===== src/rtl/alu_cmd_sequencer.sv =====
`default_nettype none
// ============================================================================
//  Module   : alu_cmd_sequencer
//  Purpose  : Command front-end for the multi-cycle ALU (0 mulu, 1 divu,
//             2 shift, 3 avg). Tagged host commands are buffered in a small
//             FIFO and issued one at a time on the ALU pulse-valid/done-ready
//             interface. Each 64-bit result is captured and offered, with its
//             tag, mode and divide-by-zero flag, on a valid/ready result port.
//  Ports    : clk, rst                       clock, synchronous active-high reset
//             cmd_valid/cmd_ready            host command handshake
//             cmd_mode/cmd_a/cmd_b/cmd_tag   command payload
//             alu_valid                      one-cycle issue pulse to the ALU
//             alu_mode/alu_a/alu_b           operands, held from issue to capture
//             alu_ready/alu_out              ALU done indication and result
//             res_valid/res_ready            result handshake (backpressure)
//             res_data/res_tag/res_mode      captured result and its command info
//             res_dbz                        command was divu with B==0
//             busy                           FIFO non-empty or sequencer active
//  Revision : 1.0 - initial release
// ============================================================================
module alu_cmd_sequencer #(
  parameter int DEPTH = 4,
  parameter int TAG_W = 4
) (
  input  logic             clk,
  input  logic             rst,
  // host command port
  input  logic             cmd_valid,
  output logic             cmd_ready,
  input  logic [1:0]       cmd_mode,
  input  logic [31:0]      cmd_a,
  input  logic [31:0]      cmd_b,
  input  logic [TAG_W-1:0] cmd_tag,
  // ALU issue / completion port
  output logic             alu_valid,
  output logic [1:0]       alu_mode,
  output logic [31:0]      alu_a,
  output logic [31:0]      alu_b,
  input  logic             alu_ready,
  input  logic [63:0]      alu_out,
  // result port
  output logic             res_valid,
  input  logic             res_ready,
  output logic [63:0]      res_data,
  output logic [TAG_W-1:0] res_tag,
  output logic [1:0]       res_mode,
  output logic             res_dbz,
  // status
  output logic             busy
);

  localparam int c_ptr_w = (DEPTH > 1) ? $clog2(DEPTH) : 1;
  localparam logic [c_ptr_w:0] c_depth = (c_ptr_w + 1)'(DEPTH);

  typedef struct packed {
    logic             dbz;
    logic [TAG_W-1:0] tag;
    logic [1:0]       mode;
    logic [31:0]      a;
    logic [31:0]      b;
  } cmd_t;

  typedef enum logic [2:0] {
    ST_IDLE  = 3'd0,
    ST_ISSUE = 3'd1,
    ST_SKIP  = 3'd2,
    ST_WAIT  = 3'd3,
    ST_HOLD  = 3'd4,
    ST_GAP   = 3'd5
  } state_t;

  // --------------------------------------------------------------------------
  // Command FIFO
  // --------------------------------------------------------------------------
  cmd_t               fifo_mem_q [DEPTH];
  logic [c_ptr_w-1:0] wr_ptr_q, wr_ptr_d;
  logic [c_ptr_w-1:0] rd_ptr_q, rd_ptr_d;
  logic [c_ptr_w:0]   count_q,  count_d;

  logic fifo_wr;
  logic fifo_pop;
  logic fifo_empty;
  cmd_t cmd_in;
  cmd_t fifo_head;

  assign cmd_ready  = (count_q != c_depth);
  assign fifo_empty = (count_q == '0);
  assign fifo_wr    = cmd_valid & cmd_ready;
  assign fifo_head  = fifo_mem_q[rd_ptr_q];

  // Divide-by-zero is flagged on the way in so the flag travels with the entry.
  always_comb begin
    cmd_in      = '0;
    cmd_in.dbz  = (cmd_mode == 2'd1) && (cmd_b == 32'd0);
    cmd_in.tag  = cmd_tag;
    cmd_in.mode = cmd_mode;
    cmd_in.a    = cmd_a;
    cmd_in.b    = cmd_b;
  end

  // Pointers wrap naturally because DEPTH is a power of two.
  always_comb begin
    wr_ptr_d = wr_ptr_q;
    rd_ptr_d = rd_ptr_q;
    count_d  = count_q;
    if (fifo_wr) begin
      wr_ptr_d = wr_ptr_q + 1'b1;
    end
    if (fifo_pop) begin
      rd_ptr_d = rd_ptr_q + 1'b1;
    end
    case ({fifo_wr, fifo_pop})
      2'b10:   count_d = count_q + 1'b1;
      2'b01:   count_d = count_q - 1'b1;
      default: count_d = count_q;
    endcase
  end

  always_ff @(posedge clk) begin
    if (rst) begin
      wr_ptr_q <= '0;
      rd_ptr_q <= '0;
      count_q  <= '0;
    end else begin
      wr_ptr_q <= wr_ptr_d;
      rd_ptr_q <= rd_ptr_d;
      count_q  <= count_d;
    end
  end

  // Storage carries no reset: an entry is only read after it has been written.
  always_ff @(posedge clk) begin
    if (fifo_wr) begin
      fifo_mem_q[wr_ptr_q] <= cmd_in;
    end
  end

  // --------------------------------------------------------------------------
  // Issue / capture sequencer
  // --------------------------------------------------------------------------
  state_t             state_q, state_d;
  logic [1:0]         alu_mode_q, alu_mode_d;
  logic [31:0]        alu_a_q, alu_a_d;
  logic [31:0]        alu_b_q, alu_b_d;
  logic [TAG_W-1:0]   pend_tag_q, pend_tag_d;
  logic               pend_dbz_q, pend_dbz_d;
  logic               res_valid_q, res_valid_d;
  logic [63:0]        res_data_q, res_data_d;
  logic [TAG_W-1:0]   res_tag_q, res_tag_d;
  logic [1:0]         res_mode_q, res_mode_d;
  logic               res_dbz_q, res_dbz_d;

  always_comb begin
    state_d     = state_q;
    alu_mode_d  = alu_mode_q;
    alu_a_d     = alu_a_q;
    alu_b_d     = alu_b_q;
    pend_tag_d  = pend_tag_q;
    pend_dbz_d  = pend_dbz_q;
    res_valid_d = res_valid_q;
    res_data_d  = res_data_q;
    res_tag_d   = res_tag_q;
    res_mode_d  = res_mode_q;
    res_dbz_d   = res_dbz_q;
    fifo_pop    = 1'b0;

    case (state_q)
      ST_IDLE: begin
        // The head is loaded into the operand registers on the way into
        // ISSUE, so the operands are already stable while alu_valid pulses.
        if (!fifo_empty) begin
          alu_mode_d = fifo_head.mode;
          alu_a_d    = fifo_head.a;
          alu_b_d    = fifo_head.b;
          pend_tag_d = fifo_head.tag;
          pend_dbz_d = fifo_head.dbz;
          state_d    = ST_ISSUE;
        end
      end
      ST_ISSUE: begin
        fifo_pop = 1'b1;
        state_d  = ST_SKIP;
      end
      ST_SKIP: begin
        // The ALU still shows its idle ready here; it must not be taken as done.
        state_d = ST_WAIT;
      end
      ST_WAIT: begin
        if (alu_ready) begin
          res_valid_d = 1'b1;
          res_data_d  = alu_out;
          res_tag_d   = pend_tag_q;
          res_mode_d  = alu_mode_q;
          res_dbz_d   = pend_dbz_q;
          state_d     = ST_HOLD;
        end
      end
      ST_HOLD: begin
        if (res_ready) begin
          res_valid_d = 1'b0;
          state_d     = ST_GAP;
        end
      end
      ST_GAP: begin
        // One idle cycle so the ALU settles before the next issue.
        state_d = ST_IDLE;
      end
      default: begin
        state_d = ST_IDLE;
      end
    endcase
  end

  always_ff @(posedge clk) begin
    if (rst) begin
      state_q     <= ST_IDLE;
      alu_mode_q  <= '0;
      alu_a_q     <= '0;
      alu_b_q     <= '0;
      pend_tag_q  <= '0;
      pend_dbz_q  <= 1'b0;
      res_valid_q <= 1'b0;
      res_data_q  <= '0;
      res_tag_q   <= '0;
      res_mode_q  <= '0;
      res_dbz_q   <= 1'b0;
    end else begin
      state_q     <= state_d;
      alu_mode_q  <= alu_mode_d;
      alu_a_q     <= alu_a_d;
      alu_b_q     <= alu_b_d;
      pend_tag_q  <= pend_tag_d;
      pend_dbz_q  <= pend_dbz_d;
      res_valid_q <= res_valid_d;
      res_data_q  <= res_data_d;
      res_tag_q   <= res_tag_d;
      res_mode_q  <= res_mode_d;
      res_dbz_q   <= res_dbz_d;
    end
  end

  assign alu_valid = (state_q == ST_ISSUE);
  assign alu_mode  = alu_mode_q;
  assign alu_a     = alu_a_q;
  assign alu_b     = alu_b_q;
  assign res_valid = res_valid_q;
  assign res_data  = res_data_q;
  assign res_tag   = res_tag_q;
  assign res_mode  = res_mode_q;
  assign res_dbz   = res_dbz_q;
  assign busy      = !fifo_empty || (state_q != ST_IDLE);

endmodule
`default_nettype wire

===== config.mk =====
export PLATFORM = sky130hd
export DESIGN_NAME = alu_cmd_sequencer
export DESIGN_NICKNAME = d
export VERILOG_FILES = /design/src/rtl/alu_cmd_sequencer.sv
export SDC_FILE = /design/constraint.sdc
export NUM_CORES = 1
export LEC_CHECK = 0
export ABC_CLOCK_PERIOD_IN_PS = 3800
export BUFFER_PORTS_ARGS = -buffer_cell sky130_fd_sc_hd__buf_4
export CORE_UTILIZATION = 40
export CTS_CLUSTER_DIAMETER = 100
export DETAILED_ROUTE_END_ITERATION = 16
export HOLD_SLACK_MARGIN = 0.08
export SETUP_SLACK_MARGIN = 0.4
export SYNTH_ARGS = -nofsm -noshare
export SYNTH_HDL_FRONTEND = slang
export SYNTH_SLANG_ARGS = --single-unit

===== constraint.sdc =====
create_clock -name clk -period 3.8 [get_ports clk]
set_input_delay 0.76 -clock clk [delete_from_list [all_inputs] [get_ports clk]]
set_output_delay 0.76 -clock clk [all_outputs]
set_load 0.01 [all_outputs]

==> results_dict.tcl, run 1 <==
set metrics [dict create \
    cts.sinks 437 \
    yosysUniqueCellTypes 38 \
    grt_antenna_before_repair 3 \
    cpPeakStageDelay_ps 520 \
    cpMaxStageDelayCell "dfxtp_1" \
    netlist_area_um2 16300 \
    mostFrequentLayoutCells "buf_4, edfxtp_1, dfxtp_1, a21oi_1, nand2_1" \
    crit_family "flip-flops" \
    netSwitchingFraction_pct 30.1 \
    cp_num_buf_inv 1 \
    vias_per_cell 5.19 \
    combinationalPowerShare_pct 24.4 \
    synth-seq-area-share_pct 71.0 \
    ys_seq_elements 437 \
    timing.final.crit_share_pct 67.6 \
    setup_viol 0 \
    syn_inst 1087 \
    min-delay-start "cmd_a[31]" \
    power.density_nw_per_um2 695 \
    grtUsageTotal_pct 18.8 \
    rr_endpoint "count_q[2]" \
    path_max_fanout 10 \
    power_frac_seq_pct 43.7 \
    outcome "completed" \
    drv_slew 0 \
    cts-root-buf "clkbuf_16" \
    fmax_ghz 0.390 \
    hold_buffers 0 \
    wl_per_cell_um 20.6 \
    worst_slew_pin_slew_ps 1120 \
    fill_cells 3406 \
    firstDrtPassIters 5 \
    wirelength_um 39300 \
    ant_nets 0 \
    grt_pass1_vias 9880 \
    slew_headroom_pct 25.5 \
    regArea_um2 11600 \
    gp_congestion 0.783 \
    cts_resized 0 \
    end_kind "output port" \
    synth-warning-count 0 \
    maxCapViolCount 0 \
    multi_input_area_um2 4180 \
    ios 280 \
    drtIter0Drc 530 \
    grt_setup_unrepaired "no" \
    min_delay_path_depth 1 \
    drive_above_1_share_pct 30.3 \
    post_cts_buffers 0 \
    worstPathRequired_ps 3040 \
    syn2layout_area_growth_pct 24.2 \
    r2r_slack_ps 1440 \
    preCtsSetupSlack_ps 1470 \
    min_to "fifo_mem_q[0][63]" \
    h-tree-depth 2 \
    crit_path_start_kind "flip-flop" \
    post-route-cell-area_um2 20300 \
    ff2ff_path_depth 7 \
    vias 9927 \
    setup_ws_ps 1230 \
    die_w_um 204 \
    p_int_mw 9.84 \
    min_period_ps 2570 \
    finalPower_mw 14.1 \
    clock_power_share_pct 31.9 \
    clk_latency_ps 570 \
    start_util_pct 40.8 \
    critical_path_class "flip-flop to output port" \
    critPathArrivalTime_ps 1810 \
    yosysTopAreaCell "edfxtp_1" \
    skew_ps 12.6 \
    syn_area_per_cell_um2 15.0 \
    die_h_um 204 \
    path_clk_slew_ps 60 \
    drc 0 \
    cts_buffer_depth 3 \
    path_cells "nor3b_1 > buf_4" \
    grt_max_degree 73 \
    cts_buffers 46 \
    hold_class "input port to flip-flop" \
    finalHoldViolCount 0 \
    r2r-start "state_q[0]" \
    peakVddDrop_mv 0.411 \
    io_buffers 279 \
    place_inst 1824 \
    grt_pass1_wl_um 59000 \
    fin_nets 1492 \
    layout_commonest_cell "buf_4" \
    hpwl_um 22700 \
    p_leak_nw 7.13 \
    setup_tns_ps 0 \
    stdcell_count 1912 \
    yosys-top-cells-area "edfxtp_1, dfxtp_1, mux4_1, mux4_2, a21oi_1" \
    synth_nets 1232 \
    grt.overflow.total 0 \
    core_um2 40000 \
    die_area_um2 41600 \
    p_switching_mw 4.24 \
    synth_top_area_share_pct 52.3 \
    rows 73 \
    cts_tree "done" \
    dpl-instance-area_um2 18700 \
]
==> stage by stage <==
step / hold WS [ps] / util (%)
finish: 383 / 50.7
global route: 355 / 50.6
CTS: 340 / 50.6
detailed placement: 442 / 46.8
global placement: 435 / 46.8
floorplan: 428 / -
==> cells by family after synthesis <==
| kind of cell | share of synthesized area, % |
|---|---|
| XOR/XNOR | 0.215 |
| flip-flops | 71.0 |
| AND/OR/NAND/NOR | 7.18 |
| multiplexers | 10.6 |
| buffers and inverters | 3.58 |
| AO/OA/AOI/OAI | 6.93 |
| adder cells (fa/ha/maj) | 0.506 |
==> worst register-to-register path, cell delays in order (launching register included) <==
cell	delay, ps
dfxtp_1	520
nor3b_1	480
ha_1	270
inv_1	60
fa_1	370
xor2_1	150
or3_1	300
a21oi_1	140
==> worst max path at each step <==
stage / from / endpoint / cells after the start
after global routing: state_q[0] / alu_valid / 2
after detailed placement: state_q[0] / count_q[2] / 7
after floorplan: cmd_valid / fifo_mem_q[0][0] / 2
after CTS: state_q[0] / alu_valid / 2
final: state_q[0] / alu_valid / 2
after global placement: count_q[2] / count_q[2] / 8
==> registers in the layout (all words and copies together) (netlist names) <==
signal,count
fifo_mem_q,284
state_q,3
alu_a,32
rd_ptr_q,2
alu_b,32
count_q,3
res_valid,1
alu_mode,2
pend_dbz_q,1
res_tag,4
wr_ptr_q,2
res_data,64
pend_tag_q,4
res_mode,2
res_dbz,1
==> final cells by class <==
cell class                 count  share of cell area (%)
antenna                        2                  0.0247
clock buffer                  70                    6.74
clock inverter                16                   0.858
inverter                       5                  0.0926
multi-input combinational    562                    20.6
sequential                   437                    57.2
tap                          525                    3.24
timing repair buffer         295                    11.2
==> power by group through the flow <==
| stage | sequential [mW] | clock [mW] | combinational, mW |
|---|---|---|---|
| 4_1_cts | 6.17 | 4.62 | 3.50 |
| 3_3_place_gp | 6.24 | 0 | 3.49 |
| 2_1_floorplan | 6.20 | 0 | 2.24 |
| 5_1_grt | 6.23 | 4.80 | 3.73 |
| 6_report | 6.15 | 4.49 | 3.43 |
| 3_5_place_dp | 6.26 | 0 | 3.49 |
==> cells in the mapped netlist, drive strengths merged <==
master	n
edfxtp	284
dfxtp	153
a21oi	148
nand2	145
nand3	74
o21ai	73
mux4	71
buf	52
clkbuf	31
nor2	10
nor4	8
and3	5
ha	5
inv	5
nor3	3
or3	3
a21o	2
or3b	2
xnor2	2
xor2	2
a31oi	1
and4b	1
and4bb	1
fa	1
nand4	1
nand4b	1
nor3b	1
nor4b	1
or4bb	1
==> per-layer routing <==
layer	vias up	track usage, %	part of all wire (%)
li1	4646	-	-
met1	4896	23.4	41
met2	325	31.8	49
met3	56	4.69	7.4
met4	4	6.56	2.2
met5	-	0	0.081
Note: power is estimated with default switching activity, not from simulation.
==> run 2: changes to the inputs <==
Settings changed: ABC_CLOCK_PERIOD_IN_PS 3800 to 2250.
Clock period 3.8 ns to 2.25 ns, I/O delays scaled along.
==> results_dict.tcl, run 2 (synthesized netlist as in run 1, its figures left out) <==
set metrics [dict create \
    outcome "completed" \
    core_um2 40000 \
    crit_top_cell "buf_6" \
    cpMaxStageDelayCell "or3b_4" \
    drtIter0Drc 678 \
    r2r-start "count_q[2]" \
    slew_headroom_pct 57.2 \
    hpwl_um 25500 \
    grt.overflow.total 0 \
    drive_above_1_share_pct 32.4 \
    crit_family "simple AND/OR/NAND/NOR gates" \
    hold_class "input port to flip-flop" \
    h-tree-depth 2 \
    setup_tns_ps 0 \
    cts-root-buf "clkbuf_16" \
    cpPeakStageDelay_ps 400 \
    rr_endpoint "count_q[2]" \
    crit_path_start_kind "flip-flop" \
    peakVddDrop_mv 0.750 \
    worst_slew_pin_slew_ps 643 \
    cts_buffers 47 \
    critPathArrivalTime_ps 1580 \
    grtUsageTotal_pct 20.0 \
    rows 73 \
    grt_pass1_vias 10600 \
    grt_max_degree 72 \
    multi_input_area_um2 4270 \
    ios 280 \
    finalPower_mw 25.0 \
    grt_antenna_before_repair 1 \
    io_buffers 279 \
    vias_per_cell 5.16 \
    cp_num_buf_inv 2 \
    layout_commonest_cell "buf_4" \
    worstPathRequired_ps 1800 \
    vias 10500 \
    p_leak_nw 7.77 \
    die_h_um 204 \
    path_clk_slew_ps 60 \
    regArea_um2 11600 \
    setup_viol 0 \
    grt_pass1_wl_um 62100 \
    fill_cells 3335 \
    min_delay_path_depth 1 \
    firstDrtPassIters 5 \
    clk_latency_ps 580 \
    wirelength_um 43000 \
    cts_tree "done" \
    die_area_um2 41600 \
    fmax_ghz 0.493 \
    skew_ps 16.3 \
    finalHoldViolCount 0 \
    largest_register_ffs 284 \
    stdcell_count 2032 \
    fin_nets 1612 \
    cts.sinks 437 \
    timing.final.crit_share_pct 90.1 \
    dpl-instance-area_um2 19100 \
    mostFrequentLayoutCells "buf_4, edfxtp_1, dfxtp_1, a21oi_1, nand2_1" \
    post-route-cell-area_um2 21600 \
    drc 0 \
    cp-endpoint "cmd_ready" \
    ff2ff_path_depth 8 \
    start_util_pct 40.8 \
    die_w_um 204 \
    path_max_fanout 3 \
    maxCapViolCount 0 \
    power.density_nw_per_um2 1150 \
    wl_per_cell_um 21.2 \
    end_kind "output port" \
    cts_buffer_depth 3 \
    min_period_ps 2030 \
    drv_slew 0 \
    path_cells "or3b_4 > buf_6 > buf_6" \
    gp_congestion 0.818 \
    grt_setup_unrepaired "yes" \
    critical_path_class "flip-flop to output port" \
    place_inst 1850 \
    critPathLaunch "count_q[2]" \
    crit_cells 3 \
    syn2layout_area_growth_pct 32.6 \
    r2r_slack_ps 240 \
    ant_nets 0 \
    largest_register "fifo_mem_q" \
]
==> run 2: changes by cell type in the layout (fill, tap and decap cells not counted), moves of 5 or more <==
cell | before | now
buf_4 | 290 | 317
dfxtp_1 | 151 | 146
buf_6 | 1 | 7
buf_12 | 4 | 18
dlygate4sd3_1 | 0 | 67
clkbuf_8 | 10 | 5
==> run 2: per-layer routing <==
layer | share of wire [%] | vias up | global-route usage [%]
li1 | - | 4893 | -
met1 | 41 | 5198 | 24.3
met2 | 51 | 341 | 35.4
met3 | 6.9 | 48 | 4.11
met4 | 1.9 | 0 | 6.34
met5 | 0 | - | 0
==> run 2: how the worst min path moves through the flow <==
stage / startpoint / to
final: cmd_b[23] / fifo_mem_q[3][23]
after global routing: cmd_tag[0] / fifo_mem_q[2][66]
after CTS: cmd_tag[0] / fifo_mem_q[2][66]
after detailed placement: pend_tag_q[1] / res_tag[1]
after global placement: pend_tag_q[1] / res_tag[1]
after floorplan: pend_tag_q[0] / res_tag[0]
==> run 2: power by group <==
part / internal, mW / switching [mW] / leakage, nW
Combinational: 3.01 / 3.88 / 3.14
Clock: 4.70 / 3.11 / 0.786
Sequential: 9.68 / 0.571 / 3.85
==> run 2: layout make-up <==
cell class	instances	area share [%]
Sequential cell	437	53.7
Multi-Input combinational cell	567	19.7
Timing Repair Buffer	409	16.1
Clock buffer	67	6.32
Tap cell	525	3.04
Clock inverter	21	1.01
Inverter	5	0.0867
Antenna cell	1	0.0116
==> run 2: what timing repair did <==
action,in CTS,in global routing
gates cloned,3,2
setup endpoints to repair,26,95
hold buffers,67,0
setup buffers,14,7
endpoints found under the hold margin,265,0
gates resized for setup,8,14
pin swaps,7,5
==> run 2: metrics by stage <==
step	hold slack (ps)	setup slack, ps	util (%)
global route	93.3	173	54.1
global placement	441	234	47.7
detailed placement	447	206	47.7
finish	107	222	54.1
CTS	80.3	197	53.8
floorplan	428	183	-
